File: src/rtl/rob_pkg.sv
// rob_pkg: shared instruction-type codes, state encoding and sizing defaults
// for the dual-commit reorder buffer.
package rob_pkg;
  localparam int ROB_DEPTH_DEF = 16;
  typedef enum logic [2:0] {
    T_ALU    = 3'd0,
    T_LOAD   = 3'd1,
    T_STORE  = 3'd2,
    T_BRANCH = 3'd3,
    T_JAL    = 3'd4
  } iss_type_e;
  typedef enum logic [1:0] {
    S_RUN        = 2'd0,
    S_STORE_WAIT = 2'd1,
    S_FLUSH      = 2'd2
  } rob_state_e;
  function automatic logic dual_ok(input logic [2:0] t);
    return t == T_ALU || t == T_LOAD || t == T_JAL;
  endfunction
endpackage

File: src/rtl/rob_commit_select.sv
// rob_commit_select: decides whether the head (slot 0) and the entry behind it
// (slot 1) retire this cycle.
module rob_commit_select
  import rob_pkg::*;
(
  input  logic       en,
  input  rob_state_e state,
  input  logic       head_valid,
  input  logic       head_ready,
  input  logic [2:0] head_type,
  input  logic       next_valid,
  input  logic       next_ready,
  input  logic [2:0] next_type,
  output logic       go0,
  output logic       go1
);
  always_comb begin
    go0 = en && state == S_RUN && head_valid && head_ready;
    go1 = go0 && dual_ok(head_type) && next_valid && next_ready && dual_ok(next_type);
  end
endmodule

File: src/rtl/rob_dual_commit.sv
// rob_dual_commit: reorder buffer retiring up to two entries per cycle, with a
// store release handshake and a mispredict flush.
module rob_dual_commit
  import rob_pkg::*;
#(
  parameter int ROB_DEPTH = ROB_DEPTH_DEF,
  parameter int NUM_WB    = 3,
  parameter int TAG_W     = $clog2(ROB_DEPTH)
) (
  input  logic                    clk_in,
  input  logic                    rst_in,
  input  logic                    rdy_in,
  input  logic                    iss_valid,
  output logic                    iss_ready,
  output logic [TAG_W-1:0]        iss_tag,
  input  logic [4:0]              iss_rd,
  input  logic [2:0]              iss_type,
  input  logic [31:0]             iss_pc,
  input  logic                    iss_pred_taken,
  input  logic [NUM_WB-1:0]       wb_valid,
  input  logic [NUM_WB*TAG_W-1:0] wb_tag,
  input  logic [NUM_WB*32-1:0]    wb_value,
  input  logic [NUM_WB-1:0]       wb_taken,
  input  logic [NUM_WB*32-1:0]    wb_target,
  output logic [1:0]              cm_valid,
  output logic [9:0]              cm_rd,
  output logic [63:0]             cm_value,
  output logic [2*TAG_W-1:0]      cm_tag,
  output logic                    st_commit,
  input  logic                    st_done,
  output logic                    flush,
  output logic [31:0]             flush_pc,
  output logic [TAG_W:0]          count
);
  rob_state_e state, state_nx;
  logic [TAG_W-1:0] head, tail, head1;
  logic [ROB_DEPTH-1:0] valid, ready, taken_q, pred_q;
  logic [4:0] rd_q [ROB_DEPTH];
  logic [2:0] type_q [ROB_DEPTH];
  logic [31:0] pc_q [ROB_DEPTH];
  logic [31:0] value_q [ROB_DEPTH];
  logic [31:0] target_q [ROB_DEPTH];
  logic [NUM_WB-1:0] wb_hit;
  logic iss_fire, go0, go1, is_st, is_br, mispred, st_ret, ret0;
  logic [1:0] n_ret;

  always_comb begin
    head1 = head + TAG_W'(1);
    iss_ready = count < (TAG_W+1)'(ROB_DEPTH) && state == S_RUN;
    iss_tag = tail;
    iss_fire = rdy_in && iss_valid && iss_ready;
    wb_hit = '0;
    for (int i = 0; i < NUM_WB; i++)
      wb_hit[i] = rdy_in && wb_valid[i] && valid[wb_tag[i*TAG_W +: TAG_W]] && !ready[wb_tag[i*TAG_W +: TAG_W]];
    is_st = type_q[head] == T_STORE;
    is_br = type_q[head] == T_BRANCH;
    mispred = is_br && taken_q[head] != pred_q[head];
    st_ret = rdy_in && state == S_STORE_WAIT && st_done;
  end

  rob_commit_select u_sel (
    .en        (rdy_in),
    .state     (state),
    .head_valid(valid[head]),
    .head_ready(ready[head]),
    .head_type (type_q[head]),
    .next_valid(valid[head1]),
    .next_ready(ready[head1]),
    .next_type (type_q[head1]),
    .go0       (go0),
    .go1       (go1)
  );

  // A ready STORE at the head is announced but only retires once memory reports done.
  always_comb begin
    ret0 = (go0 && !is_st) || st_ret;
    n_ret = {1'b0, ret0} + {1'b0, go1};
    state_nx = !rdy_in ? state :
               (state == S_FLUSH || st_ret) ? S_RUN :
               (go0 && is_st) ? S_STORE_WAIT :
               (go0 && mispred) ? S_FLUSH : state;
  end

  always_ff @(posedge clk_in or posedge rst_in)
    if (rst_in) state <= S_RUN;
    else state <= state_nx;

  always_ff @(posedge clk_in or posedge rst_in)
    if (rst_in) begin
      head <= '0;
      tail <= '0;
      count <= '0;
      valid <= '0;
      ready <= '0;
      cm_valid <= '0;
      cm_rd <= '0;
      cm_value <= '0;
      cm_tag <= '0;
      st_commit <= 1'b0;
      flush <= 1'b0;
      flush_pc <= '0;
    end else begin
      cm_valid <= {go1, go0};
      st_commit <= go0 && is_st;
      flush <= go0 && mispred;
      if (go0) begin
        cm_rd <= {rd_q[head1], (is_st || is_br) ? 5'd0 : rd_q[head]};
        cm_value <= {value_q[head1], value_q[head]};
        cm_tag <= {head1, head};
      end
      if (go0 && mispred) flush_pc <= taken_q[head] ? target_q[head] : pc_q[head] + 32'd4;
      if (rdy_in && state == S_FLUSH) begin
        head <= '0;
        tail <= '0;
        count <= '0;
        valid <= '0;
        ready <= '0;
      end else if (rdy_in) begin
        for (int i = 0; i < NUM_WB; i++)
          if (wb_hit[i]) ready[wb_tag[i*TAG_W +: TAG_W]] <= 1'b1;
        if (ret0) valid[head] <= 1'b0;
        if (go1) valid[head1] <= 1'b0;
        if (iss_fire) begin
          valid[tail] <= 1'b1;
          ready[tail] <= 1'b0;
          tail <= tail + TAG_W'(1);
        end
        head <= head + TAG_W'(n_ret);
        count <= count + (TAG_W+1)'(iss_fire) - (TAG_W+1)'(n_ret);
      end
    end

  // Payload needs no reset: it is only observed through valid entries.
  always_ff @(posedge clk_in) begin
    if (iss_fire) begin
      rd_q[tail] <= iss_rd;
      type_q[tail] <= iss_type;
      pc_q[tail] <= iss_pc;
      pred_q[tail] <= iss_pred_taken;
    end
    for (int i = 0; i < NUM_WB; i++)
      if (wb_hit[i]) begin
        value_q[wb_tag[i*TAG_W +: TAG_W]] <= wb_value[i*32 +: 32];
        taken_q[wb_tag[i*TAG_W +: TAG_W]] <= wb_taken[i];
        target_q[wb_tag[i*TAG_W +: TAG_W]] <= wb_target[i*32 +: 32];
      end
  end
endmodule

File: config.mk
export PLATFORM = sky130hd
export DESIGN_NAME = rob_dual_commit
export DESIGN_NICKNAME = d
export VERILOG_FILES = /design/src/rtl/rob_pkg.sv /design/src/rtl/rob_commit_select.sv /design/src/rtl/rob_dual_commit.sv
export SDC_FILE = /design/constraint.sdc
export NUM_CORES = 2
export LEC_CHECK = 0
export ABC_AREA = 0
export BUFFER_PORTS_ARGS = -buffer_cell sky130_fd_sc_hd__buf_4
export CELL_PAD_IN_SITES_DETAIL_PLACEMENT = 0
export CELL_PAD_IN_SITES_GLOBAL_PLACEMENT = 1
export CORE_UTILIZATION = 50
export CTS_BUF_LIST = sky130_fd_sc_hd__clkbuf_4 sky130_fd_sc_hd__clkbuf_8 sky130_fd_sc_hd__clkbuf_16
export DETAILED_ROUTE_END_ITERATION = 12
export PLACE_DENSITY = 0.77
export RECOVER_POWER = 100
export SYNTH_ARGS = -nofsm -noshare
export SYNTH_HDL_FRONTEND = slang
export SYNTH_SLANG_ARGS = --single-unit
File: constraint.sdc
create_clock -name clk_in -period 8.2 [get_ports clk_in]
set_clock_uncertainty 0.1 [all_clocks]
set_input_delay 1.64 -clock clk_in [delete_from_list [all_inputs] [get_ports clk_in]]
set_output_delay 1.64 -clock clk_in [all_outputs]
set_load 0.01 [all_outputs]
==> flow_summary.json <==
{
  "status": "finished, violations left",
  "violations": "DRC, capacitance limit, slew limit",
  "cap_violations": 78,
  "synth_area_leader_cell": "edfxtp_1",
  "area_growth_pct": 10.3,
  "syn_nets": 7757,
  "synth_top_family_by_area": "multiplexers",
  "switching_power_w": 0.00711,
  "drive_above_1_share_pct": 18.9,
  "synth-simple-area-share_pct": 6.68,
  "synthMuxAreaShare_pct": 26.9,
  "netlist_instances": 7480,
  "grt.overflow.total": 0,
  "viasPerCell": 6.65,
  "postSynthAreaPerCell_sq_um": 13.3,
  "grt_max_degree": 136,
  "post-dp-hpwl_um": 187000,
  "leakagePower_nw": 37.0,
  "placement.io_buffers": 383,
  "synth_edf_count": 1680,
  "first_iter_violations": 9056,
  "crit_arrival_ns": 7.83,
  "rsz0062_at_grt": "no",
  "hold_start": "cm_value[25]",
  "slew_violations": 2911,
  "critical_path_class": "in -> reg",
  "hold_viol": 0,
  "antenna_found_initial": 69,
  "startpoint_type": "input port",
  "power_density_nw_per_um2": 234,
  "combinationalPowerShare_pct": 21.1,
  "synth-adder-area-share_pct": 0.280,
  "final.setup.tns_ns": 0,
  "ys_seq_area_share_pct": 55.3,
  "cts_hold_buffers": 0,
  "synth_ff_type": "edfxtp_1",
  "final_common_cell": "edfxtp_1",
  "clockBufferDepth": 3,
  "clockPowerShare_pct": 36.5,
  "internal_power_w": 0.0185,
  "gp_congestion": 0.895,
  "ys_types": 76,
  "setup_violations": 0,
  "max_freq_mhz": 133,
  "synth_seq_cells": 1861,
  "final_nets": 7661,
  "hold_path_class": "reg -> reg",
  "htree_levels": 4,
  "drcViolationCount": 4,
  "yosys_warnings": 0,
  "r2r-start": "head[0]",
  "layout_min_cycle_time_ns": 7.52,
  "ir_worst_vdd_mv": 0.267,
  "clock_latency_ns": 0.91,
  "synth_compound_area_share_pct": 6.84,
  "synth_top_cell_area_share_pct": 50.8,
  "die_h_um": 448,
  "dieArea_sq_um": 200000,
  "numClockSinks": 1861,
  "grt_pass1_wl_um": 478000,
  "cts_tree": "done",
  "hold_slack_ns": 0.369,
  "slew_headroom_pct": -231,
  "utilization_pct": 55.5,
  "cts_setup_buffers": 0,
  "pwr-share-seq_pct": 42.4,
  "boundaryPins": 384,
  "dp_slack_ns": 1.57,
  "die_w_um": 448,
  "routed_wl_um": 337000,
  "path_clk_slew_ns": 0.06,
  "drt.antenna.violating_nets": 0,
  "switching_share_pct": 27.8,
  "num_rows": 163,
  "async_flop_share_pct": 8.87,
  "drtPass1Iterations": 10,
  "synthXorXnorAreaFrac_pct": 0.325,
  "core_sq_um": 197000,
  "cp-end-kind": "register",
  "fin_crit_sh_pct": 91.7,
  "tightest_slew_ns": 4.94,
  "grt_use_total_pct": 33.4,
  "cts-root-buf": "clkbuf_16",
  "setup_slack_ns": 0.682,
  "final_cell_mix": "edfxtp_1 (1680), mux2i_1 (1060), nand2_1 (812)",
  "crit_required_ns": 8.51,
  "synthTopCellsByArea": "edfxtp_1 (51%), mux4_2 (16%), mux2i_1 (11%)",
  "crit_fanout": 37,
  "cp-startpoint": "rdy_in",
  "start_util_pct": 50.3,
  "grt_pass1_vias": 65800,
  "syn_area_sq_um": 99300,
  "fill_cells": 16000,
  "cts_buffers": 199,
  "cts_resized": 0,
  "via_count": 68100,
  "wire_per_inst_um": 32.9
}
-- power by group through the flow --
stage | Sequential (W) | Clock [W] | Combinational [W]
finish | 0.0109 | 0.00933 | 0.00540
global route | 0.0109 | 0.00975 | 0.00575
CTS | 0.0108 | 0.00940 | 0.00550
detailed placement | 0.0110 | 0 | 0.00548
global placement | 0.0110 | 0 | 0.00543
floorplan | 0.0110 | 0 | 0.00390
-- worst max-delay path: stages --
cell,delay (ns)
clkbuf_1,0.13
clkbuf_1,1.31
nand2_1,0.17
nor4_1,0.30
clkbuf_1,0.34
nand3_1,1.40
nand3b_1,0.74
clkbuf_1,1.70
-- stage by stage --
step | area (sq um) | cells | total power (W)
after floorplan | 99300 | 7480 | 0.0149
after global routing | 110000 | 10200 | 0.0264
after global placement | 104000 | 9823 | 0.0165
after CTS | 110000 | 10200 | 0.0258
after detailed placement | 104000 | 9823 | 0.0165
final | 110000 | 10200 | 0.0256
-- layout make-up --
type,count,area (sq um),share of cell area [%]
multi-input cells,4767,41100,37.5
flip-flops and latches,1861,54900,50.1
repair buffers,522,3160,2.89
diodes,56,140,0.128
clock buffers,251,5440,4.97
clock inverters,119,1350,1.23
well taps,2640,3300,3.02
inverters,33,126,0.115
-- routing by layer --
metal | vias to the layer above | global-route usage, % | wire length (um)
li1 | 28300 | - | -
met5 | - | 0 | 102
met3 | 788 | 6.52 | 35100
met4 | 16 | 17.2 | 16800
met2 | 4430 | 52.1 | 158000
met1 | 34600 | 44.6 | 127000
-- flip-flops by register name, summed over array words and instances, names as in the netlist, 32 cells and up --
name and count:
cm_value 64, flush_pc 32, pc_q 512, rd_q 80, target_q 512, type_q 48
value_q 512
-- synthesized netlist by cell type (all sizes together), types with 16 or more instances --
library cell and count:
mux2i 1060, nor2 650, buf 324, dfrtp 165, ha 19, nand2 820
a21oi 654, nand2b 26, inv 32, xor2 26, dfxtp 16, clkbuf 495
mux4 714, edfxtp 1680, a22oi 36, nand3 49, o21ai 529, nor3 21
-- cell families (layout without fill, tap and decap cells) --
family          Yosys count  in the layout
other cells               0             56
xor+xnor                 36             36
compound gates         1288           1288
fa+ha+maj                21             21
mux                    1778           1778
buf+inv                 852            925
simple gates           1644           1644
flops                  1861           1861
-- worst paths after layout --
check / slack (ns) / end / cells past startpoint
worst max-delay path: 0.68 / value_q[3][20] / 8
worst min-delay path: 0.37 / cm_value[25] / 2
worst max register to register: 1.42 / cm_value[34] / 8
worst min register to register: 0.37 / cm_value[25] / 2
max in group asynchronous: 2.03 / head[3] / 3
min in group asynchronous: 2.21 / cm_value[18] / 2
(Power assumes the default switching activity.)
